File: config.mk
export PLATFORM = sky130hd
export DESIGN_NAME = sb_tx_scheduler
export DESIGN_NICKNAME = d
export VERILOG_FILES = /design/src/rtl/sb_tx_scheduler.sv
export SDC_FILE = /design/constraint.sdc
export NUM_CORES = 1
export LEC_CHECK = 0
export CAP_MARGIN = 10
export CORE_AREA = 5 5 255 257
export CTS_BUF_LIST = sky130_fd_sc_hd__clkbuf_8
export CTS_CLUSTER_DIAMETER = 40
export DETAILED_ROUTE_END_ITERATION = 8
export DIE_AREA = 0 0 260 262
export PLACE_DENSITY = 0.45
export SLEW_MARGIN = 5
export SYNTH_ARGS = -nofsm -noshare
export SYNTH_HDL_FRONTEND = slang
export SYNTH_SLANG_ARGS = --single-unit
File: constraint.sdc
create_clock -name clk -period 7.78 [get_ports clk]
set_clock_uncertainty 0.05 [all_clocks]
set_input_delay 0.778 -clock clk [delete_from_list [all_inputs] [get_ports clk]]
set_output_delay 0.778 -clock clk [all_outputs]
set_load 0.01 [all_outputs]
File: src/rtl/sb_tx_scheduler.sv
// sb_tx_scheduler: round-robin arbiter feeding one sideband serializer,
// holding each packet until accepted and enforcing an idle gap after it.
// Ports: clk/rst (async, active-high); enable gates new grants;
//   req_valid/req_data/req_ready: per-source packets and one-hot accept;
//   ser_data/ser_valid/ser_ready/ser_done: serializer side;
//   grant_id: owner of current/last packet; busy: not idle.
module sb_tx_scheduler #(
    parameter int NUM_REQ    = 4,
    parameter int WIDTH      = 128,
    parameter int GAP_CYCLES = 32,
    parameter int GAP_W      = $clog2(GAP_CYCLES + 1)
) (
    input  logic                       clk,
    input  logic                       rst,
    input  logic                       enable,
    input  logic [NUM_REQ-1:0]         req_valid,
    input  logic [NUM_REQ*WIDTH-1:0]   req_data,
    output logic [NUM_REQ-1:0]         req_ready,
    output logic [WIDTH-1:0]           ser_data,
    output logic                       ser_valid,
    input  logic                       ser_ready,
    input  logic                       ser_done,
    output logic [$clog2(NUM_REQ)-1:0] grant_id,
    output logic                       busy
);

    localparam int IDW = $clog2(NUM_REQ);
    // GAP_W collapses to 0 when GAP_CYCLES=0; keep a 1-bit counter then.
    localparam int CW  = (GAP_W < 1) ? 1 : GAP_W;
    localparam logic [CW-1:0] GAP_LOAD =
        CW'((GAP_CYCLES > 0) ? GAP_CYCLES - 1 : 0);

    typedef enum logic [1:0] {
        IDLE,
        SEND,
        WAIT_DONE,
        GAP
    } state_t;

    state_t           state_q, state_d;
    logic [IDW-1:0]   rr_ptr, rr_ptr_d;
    logic [IDW-1:0]   gid_d;
    logic [WIDTH-1:0] data_d;
    logic [CW-1:0]    gap_cnt, gap_d;

    logic [2*NUM_REQ-1:0] rot;
    logic [IDW:0]         sum;
    logic [IDW-1:0]       win_idx;
    logic                 win_found;
    logic [WIDTH-1:0]     win_data;
    logic                 grant;
    logic                 pkt_end;

    // Rotating the doubled vector puts rr_ptr at bit 0, so the lowest set
    // bit of rot is the round-robin winner's offset from rr_ptr.
    assign rot = {req_valid, req_valid} >> rr_ptr;

    always_comb begin
        win_found = 1'b0;
        sum       = '0;
        for (int k = NUM_REQ - 1; k >= 0; k--) begin
            if (rot[k]) begin
                win_found = 1'b1;
                sum       = {1'b0, rr_ptr} + (IDW+1)'(k);
            end
        end
        if (sum >= (IDW+1)'(NUM_REQ))
            sum = sum - (IDW+1)'(NUM_REQ);
        win_idx = sum[IDW-1:0];
    end

    always_comb begin
        win_data = '0;
        for (int k = 0; k < NUM_REQ; k++) begin
            if (win_idx == IDW'(k))
                win_data = req_data[k*WIDTH +: WIDTH];
        end
    end

    assign grant = (state_q == IDLE) && enable && win_found;

    always_comb begin
        req_ready = '0;
        if (grant)
            req_ready[win_idx] = 1'b1;
    end

    // Last bit shifted: either during the handshake cycle or afterwards.
    assign pkt_end = ser_done &&
                     ((state_q == WAIT_DONE) ||
                      (state_q == SEND && ser_ready));

    always_comb begin
        state_d  = state_q;
        rr_ptr_d = rr_ptr;
        gid_d    = grant_id;
        data_d   = ser_data;
        gap_d    = gap_cnt;
        unique case (state_q)
            IDLE: begin
                if (grant) begin
                    data_d   = win_data;
                    gid_d    = win_idx;
                    rr_ptr_d = (win_idx == IDW'(NUM_REQ - 1)) ?
                               '0 : win_idx + 1'b1;
                    state_d  = SEND;
                end
            end
            SEND: begin
                if (ser_ready)
                    state_d = WAIT_DONE;
            end
            WAIT_DONE: ;
            GAP: begin
                if (gap_cnt == '0)
                    state_d = IDLE;
                else
                    gap_d = gap_cnt - 1'b1;
            end
        endcase
        if (pkt_end) begin
            if (GAP_CYCLES == 0) begin
                state_d = IDLE;
            end else begin
                state_d = GAP;
                gap_d   = GAP_LOAD;
            end
        end
    end

    always_ff @(posedge clk or posedge rst) begin
        if (rst) begin
            state_q  <= IDLE;
            rr_ptr   <= '0;
            ser_data <= '0;
            grant_id <= '0;
            gap_cnt  <= '0;
        end else begin
            state_q  <= state_d;
            rr_ptr   <= rr_ptr_d;
            ser_data <= data_d;
            grant_id <= gid_d;
            gap_cnt  <= gap_d;
        end
    end

    assign ser_valid = (state_q == SEND);
    assign busy      = (state_q != IDLE);

endmodule

==> out/qor.log <==
qor: status.status complete, no violations
qor: power_and_ir_drop.switching_power 2.26 mW
qor: die.die_width 260 um
qor: worst_setup_path.critical_path_required 6.95 ns
qor: yosys.synth_fa_ha_area_frac 0.0144
qor: clock_network.maximum_count_of_clock_buffers_along_a_single_path 2
qor: yosys.synth_area 9570 um2
qor: yosys.synth_xor_xnor_area_share 0.00275
qor: yosys.synth.top_cells.by_count 261 x sky130_fd_sc_hd__a21oi_1, 261 x sky130_fd_sc_hd__nor2_1, 140 x sky130_fd_sc_hd__dfrtp_1
qor: placed_design.dp_worst_setup_slack 3.11 ns
qor: placed_design.dp_cells 2761
qor: placed_design.gp_congestion 0.907
qor: yosys.number_of_warnings_issued_by_yosys 0
qor: final_layout.num-nets-final 2466
qor: worst_setup_path.timing.critical_path.arrival 3.80 ns
qor: clock_network.numCtsBuffers 17
qor: worst_setup_path.start_kind primary input
qor: yosys.synth_compound_gate_area_share 0.332
qor: final_layout.syn2layout_area_growth 80.1%
qor: clock_network.cts_resized 0
qor: yosys.post_synth_main_area_contributors sky130_fd_sc_hd__dfrtp_1 37%, sky130_fd_sc_hd__a21oi_1 14%, sky130_fd_sc_hd__a221oi_1 12%, sky130_fd_sc_hd__nor2_1 10%, sky130_fd_sc_hd__o21ai_0 7.0%
qor: final_layout.post_route_cells_drive_above_1_share 0.0267
qor: final_layout.fill_cells 6871
qor: clock_network.worst_setup_hold_path_clk_slew 0.09 ns
qor: yosys.synth.distinct_cells 30
qor: power_and_ir_drop.clkPwrFrac 0.121
qor: clock_network.clk_latency 0.53 ns
qor: yosys.synth.top_cell.area_share 0.366
qor: detailed_routing.via_per_inst 4.26
qor: timing.rsz0062_at_grt false
qor: yosys.ys_ff_latch 140
qor: yosys.post_synth_and_or_nand_nor_area_fraction 0.169
qor: die.std_cell_rows 92
qor: power_and_ir_drop.switching_power_share_of_the_total 0.452
qor: worst_setup_path.critical_setup_path_kind in -> out
qor: power_and_ir_drop.p_int 2.74 mW
qor: clock_network.post_cts_hold_buffer_count 0
qor: timing.number_of_max_slew_violations_in_the_final_report 0
qor: power_and_ir_drop.power.leakage 6.79 nW
qor: die.floorplan.die_area 68100 um2
qor: detailed_routing.totalWireLength 52.2 mm
qor: global_routing.pin_count_of_the_biggest_net_entering_global_routing 151
qor: timing.totalNegativeSetupSlack 0 ns
qor: yosys.synth_mux_area_frac 0.00471
qor: yosys.syn-instance-count 1375
qor: yosys.asyncSetResetFlopFracSynth 1.00
qor: timing.min_period_over_period 0.595
qor: yosys.synth_area_leader_cell sky130_fd_sc_hd__dfrtp_1
qor: final_layout.final-instance-count-excl-fill 2796
qor: clock_network.cts_htree_levels 4
qor: clock_network.clock_tree.root_cell sky130_fd_sc_hd__clkbuf_8
qor: run.drv.max_cap_violation_count 0
qor: global_routing.antenna_found_initial 8
qor: yosys.postSynthNetCount 1907
qor: detailed_routing.average_wire_per_cell_in_the_routed_design 18.7 um
qor: yosys.synth_top_family_by_area compound AO/OA/AOI/OAI gates
qor: timing.finalWorstPathRequiredPeriod 4.63 ns
qor: yosys.synth_enable_flop_cells 0
qor: die.core_area 62500 um2
qor: timing.achievable-frequency 0.216 GHz
qor: detailed_routing.vias 11900
qor: global_routing.grt_first_pass_wirelength 74.8 mm
qor: die.io_pins 657
qor: global_routing.groute.usage.overall 0.143
qor: timing.finalSetupViolCount 0
qor: power_and_ir_drop.power_per_cell_area 290 nW/um2
qor: clock_network.post-cts-setup-buffers 0
qor: detailed_routing.number_of_search_and_repair_iterations_in_the_first_detailed_routing_pass 5
qor: power_and_ir_drop.combPwrFrac 0.616
qor: yosys.synth_area_per_cell 6.96 um2
qor: hold_path.hold_path.class reg -> reg
qor: detailed_routing.detail-route-antenna-nets 0
qor: final_layout.final_util 0.276
qor: clock_network.cts.sinks 140
qor: yosys.synth-seq-area-share 0.366
qor: worst_setup_path.end_kind output pin
qor: clock_network.tritoncts done
qor: power_and_ir_drop.seq_power_share 0.264
qor: die.floorplan.initialDensity 0.153
qor: worst_setup_path.path_max_fanout 64
qor: timing.smallest_setup_slack_after_layout 3.15 ns
qor: yosys.synth-main-ff-cell sky130_fd_sc_hd__dfrtp_1
qor: timing.relSlewSlack 0.382
qor: detailed_routing.drt_drc_violations_left 0
qor: placed_design.buffer_ports.inserted 656
qor: global_routing.first_global_vias 12000
qor: timing.hold_viol 0
qor: global_routing.leftover_overflow_at_the_end_of_global_routing 0
qor: timing.max_slew.worst_pin.slew 0.920 ns
qor: power_and_ir_drop.vdd_ir_drop_max 0.000196 V
qor: detailed_routing.drt_iter0_drc 495
qor: placed_design.place_hpwl 39.1 mm
qor: die.die_y 262 um
[layout by cell type (no fill, tap or decap), drive strengths merged, types with 2 or more instances in the layout]
cell type      netlist  routed
clkdlybuf4s50        0     656
a21oi              261     261
nor2               261     261
inv                138     143
dfrtp              140     140
nand2              139     139
o21ai              133     133
a221oi             128     128
clkbuf              94      18
buf                 35      13
ha                  11      11
and2                 5       5
clkinvlp             0       4
clkinv               0       4
diode                0       3
o211ai               3       3
nor3                 3       3
mux2i                3       3
o21a                 3       3
nand2b               3       3
nand3                3       3
xor2                 2       2
[sequential cells by signal (all words and copies together), names as in the netlist]
| register | cells |
|---|---|
| rr_ptr | 2 |
| gap_cnt | 6 |
| ser_data | 128 |
| state_q | 2 |
| grant_id | 2 |
[worst paths after layout]
check | start | endpoint | slack, ns | cells after the start
worst max-delay path | req_valid[0] | req_ready[0] | 3.15 | 9
worst max register to register | rr_ptr[1]$_DFFE_PP0P_ | ser_data[67]$_DFFE_PP0P_ | 3.74 | 10
worst min register to register | grant_id[1]$_DFFE_PP0P_ | grant_id[1]$_DFFE_PP0P_ | 0.45 | 2
min in group asynchronous | rst | ser_data[22]$_DFFE_PP0P_ | 0.69 | 2
worst min-delay path | grant_id[1]$_DFFE_PP0P_ | grant_id[1]$_DFFE_PP0P_ | 0.45 | 2
max in group asynchronous | rst | ser_data[1]$_DFFE_PP0P_ | 5.49 | 3
[final cells by class]
type / instances / area [um2] / share of cell area
timing repair buffer: 669 / 6700 / 0.389
multi-input combinational: 968 / 5070 / 0.294
sequential: 140 / 3500 / 0.203
tap: 846 / 1060 / 0.0614
inverter: 138 / 523 / 0.0304
clock buffer: 18 / 248 / 0.0144
clock inverter: 14 / 121 / 0.00704
antenna: 3 / 7.51 / 0.000436
[power by group through the flow]
stage	Sequential [mW]	Combinational [mW]	Clock, mW
2_1_floorplan	1.47	1.39	0
3_3_place_gp	1.32	3.13	0
3_5_place_dp	1.33	3.13	0
4_1_cts	1.33	3.14	0.653
5_1_grt	1.37	3.38	0.671
6_report	1.32	3.08	0.604
[stage by stage]
stage / cell area (um2) / hold slack (ns) / total power [mW]
final: 17200 / 0.446 / 5.01
after global routing: 17200 / 0.472 / 5.42
after CTS: 17200 / 0.452 / 5.12
after detailed placement: 16900 / 0.430 / 4.46
after global placement: 16900 / 0.419 / 4.45
after floorplan: 9570 / 0.451 / 2.86
[critical path: stages]
cell	delay, ns
sky130_fd_sc_hd__clkdlybuf4s50_1	0.48
sky130_fd_sc_hd__mux2i_1	0.16
sky130_fd_sc_hd__nor2_1	0.06
sky130_fd_sc_hd__nor3_1	0.75
sky130_fd_sc_hd__inv_1	0.28
sky130_fd_sc_hd__ha_4	0.24
sky130_fd_sc_hd__buf_4	0.29
sky130_fd_sc_hd__and2_1	0.25
sky130_fd_sc_hd__clkdlybuf4s50_1	0.47
[layer usage]
layer / wire length, um / GRT usage / part of all wire / vias up
met1: 20500 / 0.163 / 0.39 / 5500
met5: 55 / 0 / 0.0011 / -
met2: 25600 / 0.246 / 0.49 / 501
met3: 4920 / 0.0577 / 0.094 / 66
met4: 1180 / 0.0484 / 0.023 / 8
li1: - / - / - / 5834
[cell families after synthesis]
| family | Yosys count |
|---|---|
| AO/OA/AOI/OAI | 532 |
| XOR/XNOR | 3 |
| adder cells (fa/ha/maj) | 11 |
| buffers and inverters | 267 |
| flip-flops | 140 |
| multiplexers | 4 |
| AND/OR/NAND/NOR | 418 |
No activity file was read; power rests on OpenSTA's default activity.
